<file path="src/rtl/cacheline_mem_arbiter.sv">
`default_nettype none
// ============================================================================
// Module   : cacheline_mem_arbiter
// Brief    : Arbitrates I-cache and D-cache line fills / writebacks onto one
//            shared physical-memory port. One transaction at a time, with a
//            round-robin grant on simultaneous requests.
// Revision : 1.0 - initial release
// ============================================================================
module cacheline_mem_arbiter #(
    parameter int LINE_W = 256,
    parameter int ADDR_W = 32
) (
    input  logic              clk,
    input  logic              rst,
    // I-cache side
    input  logic              i_pmem_read,
    input  logic [ADDR_W-1:0] i_pmem_address,
    output logic [LINE_W-1:0] i_pmem_rdata,
    output logic              i_pmem_resp,
    // D-cache side
    input  logic              d_pmem_read,
    input  logic              d_pmem_write,
    input  logic [ADDR_W-1:0] d_pmem_address,
    input  logic [LINE_W-1:0] d_pmem_wdata,
    output logic [LINE_W-1:0] d_pmem_rdata,
    output logic              d_pmem_resp,
    // Physical memory side
    output logic              pmem_read,
    output logic              pmem_write,
    output logic [ADDR_W-1:0] pmem_address,
    output logic [LINE_W-1:0] pmem_wdata,
    input  logic [LINE_W-1:0] pmem_rdata,
    input  logic              pmem_resp,
    output logic              busy
);

    localparam logic [1:0] S_IDLE    = 2'd0;
    localparam logic [1:0] S_SERVE_I = 2'd1;
    localparam logic [1:0] S_SERVE_D = 2'd2;

    // last_grant encoding: 0 = I-cache was served last, 1 = D-cache
    localparam logic GRANT_I = 1'b0;
    localparam logic GRANT_D = 1'b1;

    logic [1:0] r_state;
    logic [1:0] w_next_state;
    logic       r_last_grant;
    logic       w_next_last_grant;
    logic       w_i_req;
    logic       w_d_req;

    assign w_i_req = i_pmem_read;
    assign w_d_req = d_pmem_read | d_pmem_write;

    // State and round-robin history registers
    always_ff @(posedge clk) begin
        if (rst) begin
            r_state      <= S_IDLE;
            r_last_grant <= GRANT_I;
        end else begin
            r_state      <= w_next_state;
            r_last_grant <= w_next_last_grant;
        end
    end

    // Next-state: grant on IDLE exit, release on the memory response
    always_comb begin
        w_next_state      = r_state;
        w_next_last_grant = r_last_grant;
        case (r_state)
            S_IDLE: begin
                if (w_i_req && w_d_req) begin
                    // Tie: serve whichever side did not win last time
                    if (r_last_grant == GRANT_I) begin
                        w_next_state      = S_SERVE_D;
                        w_next_last_grant = GRANT_D;
                    end else begin
                        w_next_state      = S_SERVE_I;
                        w_next_last_grant = GRANT_I;
                    end
                end else if (w_d_req) begin
                    w_next_state      = S_SERVE_D;
                    w_next_last_grant = GRANT_D;
                end else if (w_i_req) begin
                    w_next_state      = S_SERVE_I;
                    w_next_last_grant = GRANT_I;
                end
            end
            S_SERVE_I: begin
                if (pmem_resp) w_next_state = S_IDLE;
            end
            S_SERVE_D: begin
                if (pmem_resp) w_next_state = S_IDLE;
            end
            default: begin
                w_next_state = S_IDLE;
            end
        endcase
    end

    // Output steering: only the granted side is connected to memory
    always_comb begin
        pmem_read    = 1'b0;
        pmem_write   = 1'b0;
        pmem_address = '0;
        pmem_wdata   = '0;
        i_pmem_rdata = '0;
        i_pmem_resp  = 1'b0;
        d_pmem_rdata = '0;
        d_pmem_resp  = 1'b0;
        busy         = 1'b0;
        case (r_state)
            S_SERVE_I: begin
                busy         = 1'b1;
                pmem_read    = i_pmem_read;
                pmem_address = i_pmem_address;
                i_pmem_rdata = pmem_rdata;
                i_pmem_resp  = pmem_resp;
            end
            S_SERVE_D: begin
                busy         = 1'b1;
                // A simultaneous read+write resolves as writeback only
                pmem_read    = d_pmem_read & ~d_pmem_write;
                pmem_write   = d_pmem_write;
                pmem_address = d_pmem_address;
                pmem_wdata   = d_pmem_wdata;
                d_pmem_rdata = pmem_rdata;
                d_pmem_resp  = pmem_resp;
            end
            default: begin
                busy = 1'b0;
            end
        endcase
    end

endmodule
`default_nettype wire
</file>
<file path="config.mk">
export PLATFORM = sky130hd
export DESIGN_NAME = cacheline_mem_arbiter
export DESIGN_NICKNAME = d
export VERILOG_FILES = /design/src/rtl/cacheline_mem_arbiter.sv
export SDC_FILE = /design/constraint.sdc
export NUM_CORES = 1
export LEC_CHECK = 0
export CORE_AREA = 2 2 533 535
export CTS_CLUSTER_DIAMETER = 60
export CTS_CLUSTER_SIZE = 30
export DETAILED_ROUTE_END_ITERATION = 8
export DIE_AREA = 0 0 535 537
export GPL_TIMING_DRIVEN = 0
export MAX_ROUTING_LAYER = met4
export PLACE_DENSITY = 0.3
export SKIP_CTS_REPAIR_TIMING = 1
export SYNTH_ARGS = -nofsm -noshare
export SYNTH_HDL_FRONTEND = slang
export SYNTH_SLANG_ARGS = --single-unit
</file>
<file path="constraint.sdc">
create_clock -name clk -period 2.35 [get_ports clk]
set_clock_uncertainty 0.05 [all_clocks]
set_input_delay 0.705 -clock clk [delete_from_list [all_inputs] [get_ports clk]]
set_output_delay 0.705 -clock clk [all_outputs]
set_load 0.01 [all_outputs]
</file>
==> impl_metrics.tcl, run 1 <==
set metrics [dict create \
    status "finished with violations" \
    violations "negative setup slack" \
    overflow 0 \
    numPortBuffers 1386 \
    p_leak_nw 19.0 \
    slew_headroom_pct 47.4 \
    endpoint "i_pmem_rdata[52]" \
    r2r_slack_ns 0.88 \
    synth_top_area_share_pct 80.3 \
    hold_slack_ns 0.484 \
    rsz0062_at_grt "yes" \
    critPathKind "input port to output port" \
    synth_area_leaders "and2_1, clkbuf_2, a22oi_1" \
    antenna_left 0 \
    fillers 32700 \
    core_area_sq_mm 0.281 \
    cts_root_buffer "clkbuf_16" \
    grt_pass1_wl_microns 248000 \
    cts_sinks 3 \
    synthArstFlopShare_pct 0 \
    period_share_pct 120 \
    rr_endpoint "r_state[1]" \
    seq_area_frac_synth_pct 0.998 \
    end_kind "output port" \
    netlist_top_cells_count "and2_1, clkbuf_2, nor2b_1, a22oi_1" \
    route.detailed.drc 0 \
    seq_area_sq_um 67.6 \
    clkTransAtPathRegs_ns 0.03 \
    max_freq_mhz 355 \
    cts_tree "yes" \
    rows 195 \
    yosysWarnings 0 \
    grt_start_max_net_pins 11 \
    yosys.area.top_type "and2_1" \
    slew_violations 0 \
    htreeDepth 1 \
    hold_viol 0 \
    hold_class "register to register" \
    dieArea_sq_mm 0.287 \
    wl_per_cell_microns 35.7 \
    nets 2988 \
    reg2reg_depth 5 \
    power_density_mw_per_mm2 310 \
    finalWirelength_microns 223000 \
    synth-seq-cells 3 \
    finish.instance_area_sq_mm 0.0279 \
    worst_slack_ns -0.465 \
    syn_area_sq_mm 0.00602 \
    syn_area_per_cell_sq_um 6.29 \
    areaGrowthSynthToFinish_pct 364 \
    dp_hpwl_microns 209000 \
    postPlaceCellArea_sq_mm 0.0246 \
    syn_nets 1542 \
    gp_congestion 1.00 \
    cp-startpoint "pmem_rdata[52]" \
    via_per_inst 2.28 \
    multiInputGateArea_sq_mm 0.00584 \
    dp_worst_setup_slack_ns -1.71 \
    vias 14300 \
    antenna_found_initial 211 \
    crit_path_max_fanout 2 \
    fp.dieH_microns 537 \
    peakVddDrop_mv 0.176 \
    startpoint_type "input port" \
    die_w_microns 535 \
    track_usage_pct 14.9 \
    drtIter0Drc 706 \
    synth_cell_types 22 \
    reg2reg_from "r_state[1]" \
    setup_tns_ns -159.67 \
    setup_violations 803 \
    yosys.cell_count.top_type "and2_1" \
    tightest_slew_ns 0.788 \
    max-cap-violations 0 \
    clk_latency_ns 0.22 \
    initial_core_util_pct 2.14 \
    cts_inserted_buffers 3 \
    critPathArrivalTime_ns 2.06 \
    synthCells 957 \
    drive_above_1_share_pct 25.9 \
    grt_pass1_vias 14000 \
    cts_buffer_depth 2 \
    drtPass1Iterations 5 \
    num_io_pins 1387 \
    p_total_mw 8.66 \
    synth_ff_type "dfxtp_1" \
    required_ns 1.59 \
    min_period_ns 2.82 \
    synth-edff-count 0 \
]
[worst max-delay path: stages]
cell,delay (ns)
clkdlybuf4s50_1,0.81
and2_1,0.21
dlymetal6s2s_1,0.34
[worst min path at each step]
stage                             from      endpoint  depth (start not counted)
final                       r_state[1]    r_state[1]                          2
after detailed placement    r_state[1]    r_state[1]                          2
after global routing      r_last_grant  r_last_grant                          1
after global placement    r_last_grant  r_last_grant                          1
after floorplan             r_state[0]    r_state[0]                          2
after CTS                   r_state[1]    r_state[1]                          2
[metrics by stage]
stage | util (%) | instances
finish | 9.92 | 6258
global route | 9.90 | 6238
CTS | 8.76 | 6090
detailed placement | 8.73 | 6086
global placement | 8.73 | 6086
floorplan | - | 957
[final cells by class]
cell class,instances,share of cell area [%]
Timing Repair Buffer,1444,56.6
Clock buffer,4,0.283
Inverter,2,0.0448
Tap cell,3743,16.8
Antenna cell,113,1.01
Buffer,93,4.13
Sequential cell,3,0.242
Multi-Input combinational cell,856,20.9
[logic make-up after synthesis]
group / Yosys count / share of synthesized area (%)
AND/OR/NAND/NOR: 813 / 84.5
buffers and inverters: 98 / 9.07
AO/OA/AOI/OAI: 40 / 4.78
adder cells (fa/ha/maj): 3 / 0.624
flip-flops: 3 / 0.998
[cells in the final DEF, fill, tap and decap left out, types with 2 or more instances in the layout]
| master | count |
|---|---|
| a21oi_1 | 3 |
| nand2_1 | 2 |
| buf_6 | 121 |
| inv_4 | 2 |
| buf_16 | 9 |
| a22oi_1 | 6 |
| dlymetal6s2s_1 | 619 |
| diode_2 | 113 |
| buf_4 | 80 |
| dfxtp_4 | 2 |
| ha_4 | 2 |
| clkbuf_16 | 16 |
| and2_2 | 14 |
| buf_12 | 32 |
| clkdlybuf4s50_1 | 449 |
| and2_4 | 88 |
| a22oi_2 | 26 |
| clkbuf_1 | 2 |
| nor2b_1 | 22 |
| buf_8 | 33 |
| clkbuf_4 | 47 |
| and2_1 | 670 |
| buf_2 | 21 |
| nor2b_2 | 11 |
| clkbuf_2 | 112 |
| o21ai_0 | 2 |
[metal layers]
metal  up-vias  routed length (microns)  GRT usage (%)
li1       5951                        -              -
met1      6785                    88900           17.4
met3       170                    30600           7.58
met5         -                        0              -
met4         0                     3570           1.29
met2      1345                   100000           23.5
[registers in the layout, indices dropped and copies added, names as in the netlist]
register      flops
r_last_grant      1
r_state           2
[where the power goes]
group | switching (mW) | total [mW] | leakage [nW] | internal, mW
Sequential | 0.0113 | 0.0715 | 0.0262 | 0.0601
Clock | 0.0465 | 0.270 | 0.0389 | 0.224
Combinational | 4.53 | 8.32 | 19.0 | 3.79
Total | 4.58 | 8.66 | 19.0 | 4.08
Note: power is estimated with default switching activity, not from simulation.
==> inputs of run 2 (changes only) <==
Settings changed: CAP_MARGIN from default to 20, CORE_AREA 2 2 533 535 to 2 2 535 537, DIE_AREA 0 0 535 537 to 0 0 537 539.
Clock period 2.35 ns to 3.4 ns, I/O delays scaled along.
==> run 2 against run 1 <==
  * The run now fails in detailed routing (5_2_route)
  * Synthesized cell count did not move
  * Global-route usage fell by 0.40 points
  * Area after synthesis did not move
==> impl_metrics.tcl, run 2 <==
set metrics [dict create \
    cts_inserted_buffers 3 \
    status "stopped before the end" \
    synthArstFlopShare_pct 0 \
    rows 196 \
    initial_core_util_pct 2.12 \
    syn_nets 1542 \
    dp_hpwl_microns 204000 \
    grt_start_max_net_pins 11 \
    cts_root_buffer "clkbuf_16" \
    syn_area_sq_mm 0.00602 \
    postPlaceCellArea_sq_mm 0.0246 \
    lastStage "detailed routing (5_2_route)" \
    num_io_pins 1387 \
    grt_pass1_wl_microns 243000 \
    synth_area_leaders "and2_1, clkbuf_2, a22oi_1" \
    antenna_found_initial 229 \
    syn_area_per_cell_sq_um 6.29 \
    cts_sinks 3 \
    yosysWarnings 0 \
    htreeDepth 1 \
    seq_area_frac_synth_pct 0.998 \
    synth_cell_types 22 \
    first-error "[ERROR DRT-0255] Maze Route cannot find path of net pmem_rdata[179] in worker of routeBox ( 483000 386400 ) ( 537000 434700 )." \
    synth_top_area_share_pct 80.3 \
    dp_worst_setup_slack_ns -1.03 \
    track_usage_pct 14.5 \
    fp.dieH_microns 539 \
    worst-ep-kind "output port" \
    synth-seq-cells 3 \
    grt_worst_setup_endpoint "pmem_read" \
    netlist_top_cells_count "and2_1, clkbuf_2, nor2b_1, a22oi_1" \
    cts_buffer_depth 2 \
    overflow 0 \
    grt_pass1_vias 13900 \
    numPortBuffers 1386 \
    yosys.cell_count.top_type "and2_1" \
    synthCells 957 \
    synth-edff-count 0 \
    gp_congestion 0.935 \
    yosys.area.top_type "and2_1" \
    synth_ff_type "dfxtp_1" \
    die_w_microns 537 \
]
==> run 2: cell counts after synthesis <==
No cell type changed its count.
==> run 2: logic make-up after synthesis <==
family                     share of synthesized area, %
AOI/OAI and AO/OA                                  4.78
adders and majority gates                         0.624
buffers and inverters                              9.07
DFF                                               0.998
and+or+nand+nor                                    84.5
==> run 2: per-stage QoR <==
step,std cells,hold slack (ns),TNS [ns]
after global routing,6219,0.503,-0.494
after CTS,6110,0.464,-200.93
after detailed placement,6106,0.457,-128.60
after global placement,6105,0.473,-133.86
after floorplan,957,0.411,0
==> run 2: metal layers <==
metal / global-route usage, %
met4: 2.34
met1: 16.7
met5: -
met2: 22.5
met3: 7.47
==> inputs of run 3 (changes only) <==
Settings changed: CTS_CLUSTER_DIAMETER 60 to default, CTS_CLUSTER_SIZE 30 to default, MAX_ROUTING_LAYER met4 to default, PLACE_DENSITY 0.3 to default, PLACE_DENSITY_LB_ADDON from default to 0.15.
==> run 3 against run 2 <==
  * The flow now finishes, with violations (negative setup slack)
  * Global-route usage down 0.62 points
==> impl_metrics.tcl, run 3 (synthesized netlist as in run 1, its figures left out) <==
set metrics [dict create \
    track_usage_pct 13.9 \
    grt_pass1_wl_microns 241000 \
    layout_commonest_cell "clkdlybuf4s50_1" \
    finish.instance_area_sq_mm 0.0264 \
    drive_above_1_share_pct 7.39 \
    antenna_found_initial 321 \
    drtIter0Drc 702 \
    critPathKind "register to output port" \
    htreeDepth 1 \
    pwr-share-clk_pct 3.5 \
    nets 2941 \
    vias 14300 \
    drtPass1Iterations 4 \
    power_density_mw_per_mm2 203 \
    grt_start_max_net_pins 11 \
    hold_slack_ns 0.462 \
    max_freq_mhz 283 \
    reg2reg_depth 5 \
    tightest_slew_ns 0.834 \
    clkTransAtPathRegs_ns 0.03 \
    rows 196 \
    min_delay_path_depth 2 \
    met2WireLength_microns 94100 \
    gp_congestion 0.864 \
    instances_no_fill 6192 \
    period_share_pct 104 \
    multiInputGateArea_sq_mm 0.00550 \
    max-cap-violations 0 \
    hold_class "register to register" \
    route.detailed.drc 0 \
    cts_tree "yes" \
    p_total_mw 5.34 \
    fillers 33200 \
    initial_core_util_pct 2.12 \
    slew_headroom_pct 44.3 \
    status "finished with violations" \
    p_int_mw 2.58 \
    core_area_sq_mm 0.284 \
    placed_cells 6106 \
    startpoint_type "register" \
    clk_latency_ns 0.23 \
    antenna_left 0 \
    dp_hpwl_microns 200000 \
    numPortBuffers 1386 \
    peakVddDrop_mv 0.118 \
    seq_area_sq_um 60.1 \
    num_io_pins 1387 \
    end_kind "output port" \
    top_regs "r_state x2, r_last_grant x1" \
    switching_share_pct 51.7 \
    dieArea_sq_mm 0.289 \
    cp-startpoint "r_state[0]" \
    cts_buffer_depth 2 \
    pwr-share-comb_pct 95.6 \
    setup_violations 14 \
    worst_slack_ns -0.129 \
    layout_common_cells "clkdlybuf4s50_1, and2_1, dlymetal6s2s_1" \
    pwr-share-seq_pct 0.8 \
    critPathArrivalTime_ns 2.46 \
    wl_met3_microns 32300 \
    crit_path_max_fanout 10 \
    switching_power_mw 2.76 \
    grt_pass1_vias 13800 \
    cts_inserted_buffers 3 \
    rsz0062_at_grt "yes" \
    cts_sinks 3 \
    rr_endpoint "r_state[1]" \
    die_w_microns 537 \
    slew_violations 0 \
    r2r_slack_ns 1.86 \
    required_ns 2.33 \
    reg2reg_from "r_state[0]" \
    areaGrowthSynthToFinish_pct 338 \
    min_period_ns 3.53 \
    hold_viol 0 \
    p_leak_nw 15.3 \
    top_register "r_state" \
    met1_length_microns 77400 \
    cts_root_buffer "clkbuf_16" \
    dp_worst_setup_slack_ns -1.07 \
    largest_register_ffs 2 \
    fp.dieH_microns 539 \
    highest_layer "met5" \
    overflow 0 \
    postPlaceCellArea_sq_mm 0.0246 \
    via_per_inst 2.30 \
    min_from "r_state[0]" \
    finalWirelength_microns 211000 \
    worstHoldEndpoint "r_state[0]" \
    wl_per_cell_microns 34.0 \
    violations "negative setup slack" \
]
run 3: how the worst max path moves through the flow:
stage / to / slack [ns] / depth (start not counted)
6_report: pmem_address[14] / -0.13 / 5
3_5_place_dp: pmem_address[16] / -1.07 / 7
4_1_cts: pmem_address[16] / -1.33 / 7
2_1_floorplan: pmem_read / 1.00 / 3
5_1_grt: pmem_address[14] / -0.20 / 5
3_3_place_gp: pmem_address[16] / -1.06 / 7
run 3: cell type report:
cell class,count,share of cell area [%]
inverters,2,0.0285
multi-input cells,856,20.9
well taps,3762,17.9
flip-flops and latches,3,0.228
clock buffers,4,0.299
diodes,75,0.712
plain buffers,96,3.21
repair buffers,1394,56.8
run 3: power by group through the flow:
stage               clock network [mW]  registers [mW]  logic (mW)
floorplan                            0          0.0443        1.38
global placement                     0          0.0451        5.27
detailed placement                   0          0.0454        5.24
CTS                              0.189          0.0450        5.28
global route                     0.195          0.0459        5.37
finish                           0.189          0.0452        5.11
run 3: worst max-delay path, stage by stage, from the launching register on:
cell and delay, ns:
dfxtp_1 0.35, inv_1 0.08, ha_2 0.55, buf_4 0.31
nor2b_2 0.32, clkdlybuf4s50_1 0.60
run 3: metrics by stage:
stage	TNS [ns]	util [%]
global placement	-116.90	8.66
global route	-1.52	9.23
CTS	-195.86	8.69
detailed placement	-107.72	8.67
floorplan	0	-
finish	-0.567	9.28
run 3: routing by layer:
metal | global-route usage (%) | up-vias
met5 | 0 | -
met4 | 1.20 | 226
met1 | 15.5 | 6437
met2 | 23.0 | 1374
met3 | 8.42 | 426
li1 | - | 5792
==> inputs of run 4 (changes only) <==
Settings changed: SLEW_MARGIN from default to 25.
==> run 4 against run 3 <==
  * The flow still finishes with violations (negative setup slack)
  * Final cell count rose by 0.13%
  * Register-to-register slack barely moved
  * Power rose by 0.51%
  * Utilization barely moved
  * Hold slack got worse by 0.0037 ns
  * Clock power barely moved
  * Fmax fell by 6.2%
  * Critical path type unchanged
==> impl_metrics.tcl, run 4 (synthesized netlist as in run 1, its figures left out) <==
set metrics [dict create \
    power_density_mw_per_mm2 203 \
    tightest_slew_ns 0.736 \
    hold_viol 0 \
    grt_start_max_net_pins 11 \
    slew_violations 0 \
    wl_per_cell_microns 34.0 \
    worst_slack_ns -0.361 \
    clkTransAtPathRegs_ns 0.03 \
    areaGrowthSynthToFinish_pct 339 \
    grt_pass1_vias 13700 \
    fp.dieH_microns 539 \
    status "finished with violations" \
    max-cap-violations 0 \
    cts_buffer_depth 2 \
    finalWirelength_microns 211000 \
    critPathKind "register to output port" \
    period_share_pct 111 \
    dp_worst_setup_slack_ns -0.811 \
    cts_sinks 3 \
    top_regs "r_state x2, r_last_grant x1" \
    largest_register_ffs 2 \
    critPathMaxStageDelay_ns 0.58 \
    dp_hpwl_microns 199000 \
    dieArea_sq_mm 0.289 \
    drtIter0Drc 658 \
    hold_slack_ns 0.458 \
    slew_headroom_pct 50.8 \
    numPortBuffers 1386 \
    core_area_sq_mm 0.284 \
    antenna_left 0 \
    placed_cells 6107 \
    end_kind "output port" \
    final_util_pct 9.30 \
    layout_commonest_cell "clkdlybuf4s50_1" \
    track_usage_pct 13.8 \
    via_per_inst 2.32 \
    cpMaxStageDelayCell "a22oi_2" \
    hold_class "register to register" \
    rows 196 \
    cts_root_buffer "clkbuf_16" \
    peakVddDrop_mv 0.0987 \
    route.detailed.drc 0 \
    cp_common_cell "buf_12" \
    fillers 33200 \
    gp_congestion 0.864 \
    drtPass1Iterations 5 \
    vias 14400 \
    rsz0062_at_grt "yes" \
    top_register "r_state" \
    clk_latency_ns 0.23 \
    antenna_found_initial 332 \
    crit_chain "inv_1, ha_1, buf_12, buf_12, buf_16, a22oi_2, nor2b_1, clkdlybuf4s50_1" \
    cts_inserted_buffers 3 \
    initial_core_util_pct 2.12 \
    p_leak_nw 14.8 \
    setup_violations 6 \
    htreeDepth 1 \
    die_w_microns 537 \
    required_ns 2.33 \
    layout_common_cells "clkdlybuf4s50_1, and2_1, dlymetal6s2s_1" \
    cts_tree "yes" \
    critPathArrivalTime_ns 2.69 \
    min_period_ns 3.76 \
    nets 2937 \
    violations "negative setup slack" \
    startpoint_type "register" \
    drive_above_1_share_pct 6.38 \
    overflow 0 \
    crit_path_max_fanout 10 \
    grt_pass1_wl_microns 240000 \
    instances_no_fill 6200 \
    max_freq_mhz 266 \
    num_io_pins 1387 \
]
## run 4: cell count changes in the layout (fill, tap and decap cells not counted), sizes merged
cell,change
diode,+12
clkbuf,-19
buf,-6
clkdlybuf4s50,+43
dlymetal6s2s,-22
## run 4: worst paths after layout
check | to | slack [ns] | cells past startpoint | start
worst max-delay path | pmem_address[15] | -0.36 | 8 | r_state[0]
worst min-delay path | r_state[1] | 0.46 | 2 | r_state[1]
worst max register to register | r_state[1] | 1.85 | 5 | r_state[0]
worst min register to register | r_state[1] | 0.46 | 2 | r_state[1]
## run 4: critical path: cells and delay by family, from the launching register on
kind                       cells  cell delay, ns
DFF                            1            0.35
AOI/OAI and AO/OA              1            0.58
buffers and inverters          5            1.12
adders and majority gates      1            0.23
and+or+nand+nor                1            0.11
## run 4: area by class of cell
cell class / count / area, sq um / share of cell area, %
timing repair buffer: 1390 / 15000 / 56.7
buffer: 96 / 867 / 3.28
sequential: 3 / 60.1 / 0.227
clock buffer: 4 / 78.8 / 0.298
tap: 3762 / 4710 / 17.8
antenna: 87 / 218 / 0.824
inverter: 2 / 7.51 / 0.0284
multi-input combinational: 856 / 5500 / 20.8
## run 4: stage by stage
step	instance area, sq um	power (mW)	setup TNS (ns)
5_1_grt	26300	5.64	-1.02
4_1_cts	24700	5.52	-195.96
2_1_floorplan	6020	1.43	0
3_3_place_gp	24600	5.32	-116.90
6_report	26400	5.37	-0.442
3_5_place_dp	24600	5.29	-108.94
## run 4: report_power, final
| group | leakage, nW | switching, mW | internal, mW |
|---|---|---|---|
| sequential | 0.0248 | 0.00451 | 0.0407 |
| combinational | 14.7 | 2.72 | 2.41 |
| clock | 0.0387 | 0.0356 | 0.155 |
| total | 14.8 | 2.76 | 2.61 |
## run 4: metal layers
metal  wire length, microns  vias to the layer above  part of all wire, %  global-route usage (%)
li1                       -                     5792                    -                       -
met1                  75300                     6569                   36                    14.7
met2                  95100                     1395                   45                    23.0
met3                  34300                      407                   16                    9.59
met4                   4450                      234                  2.1                    1.45
met5                   1520                        -                 0.72                       0
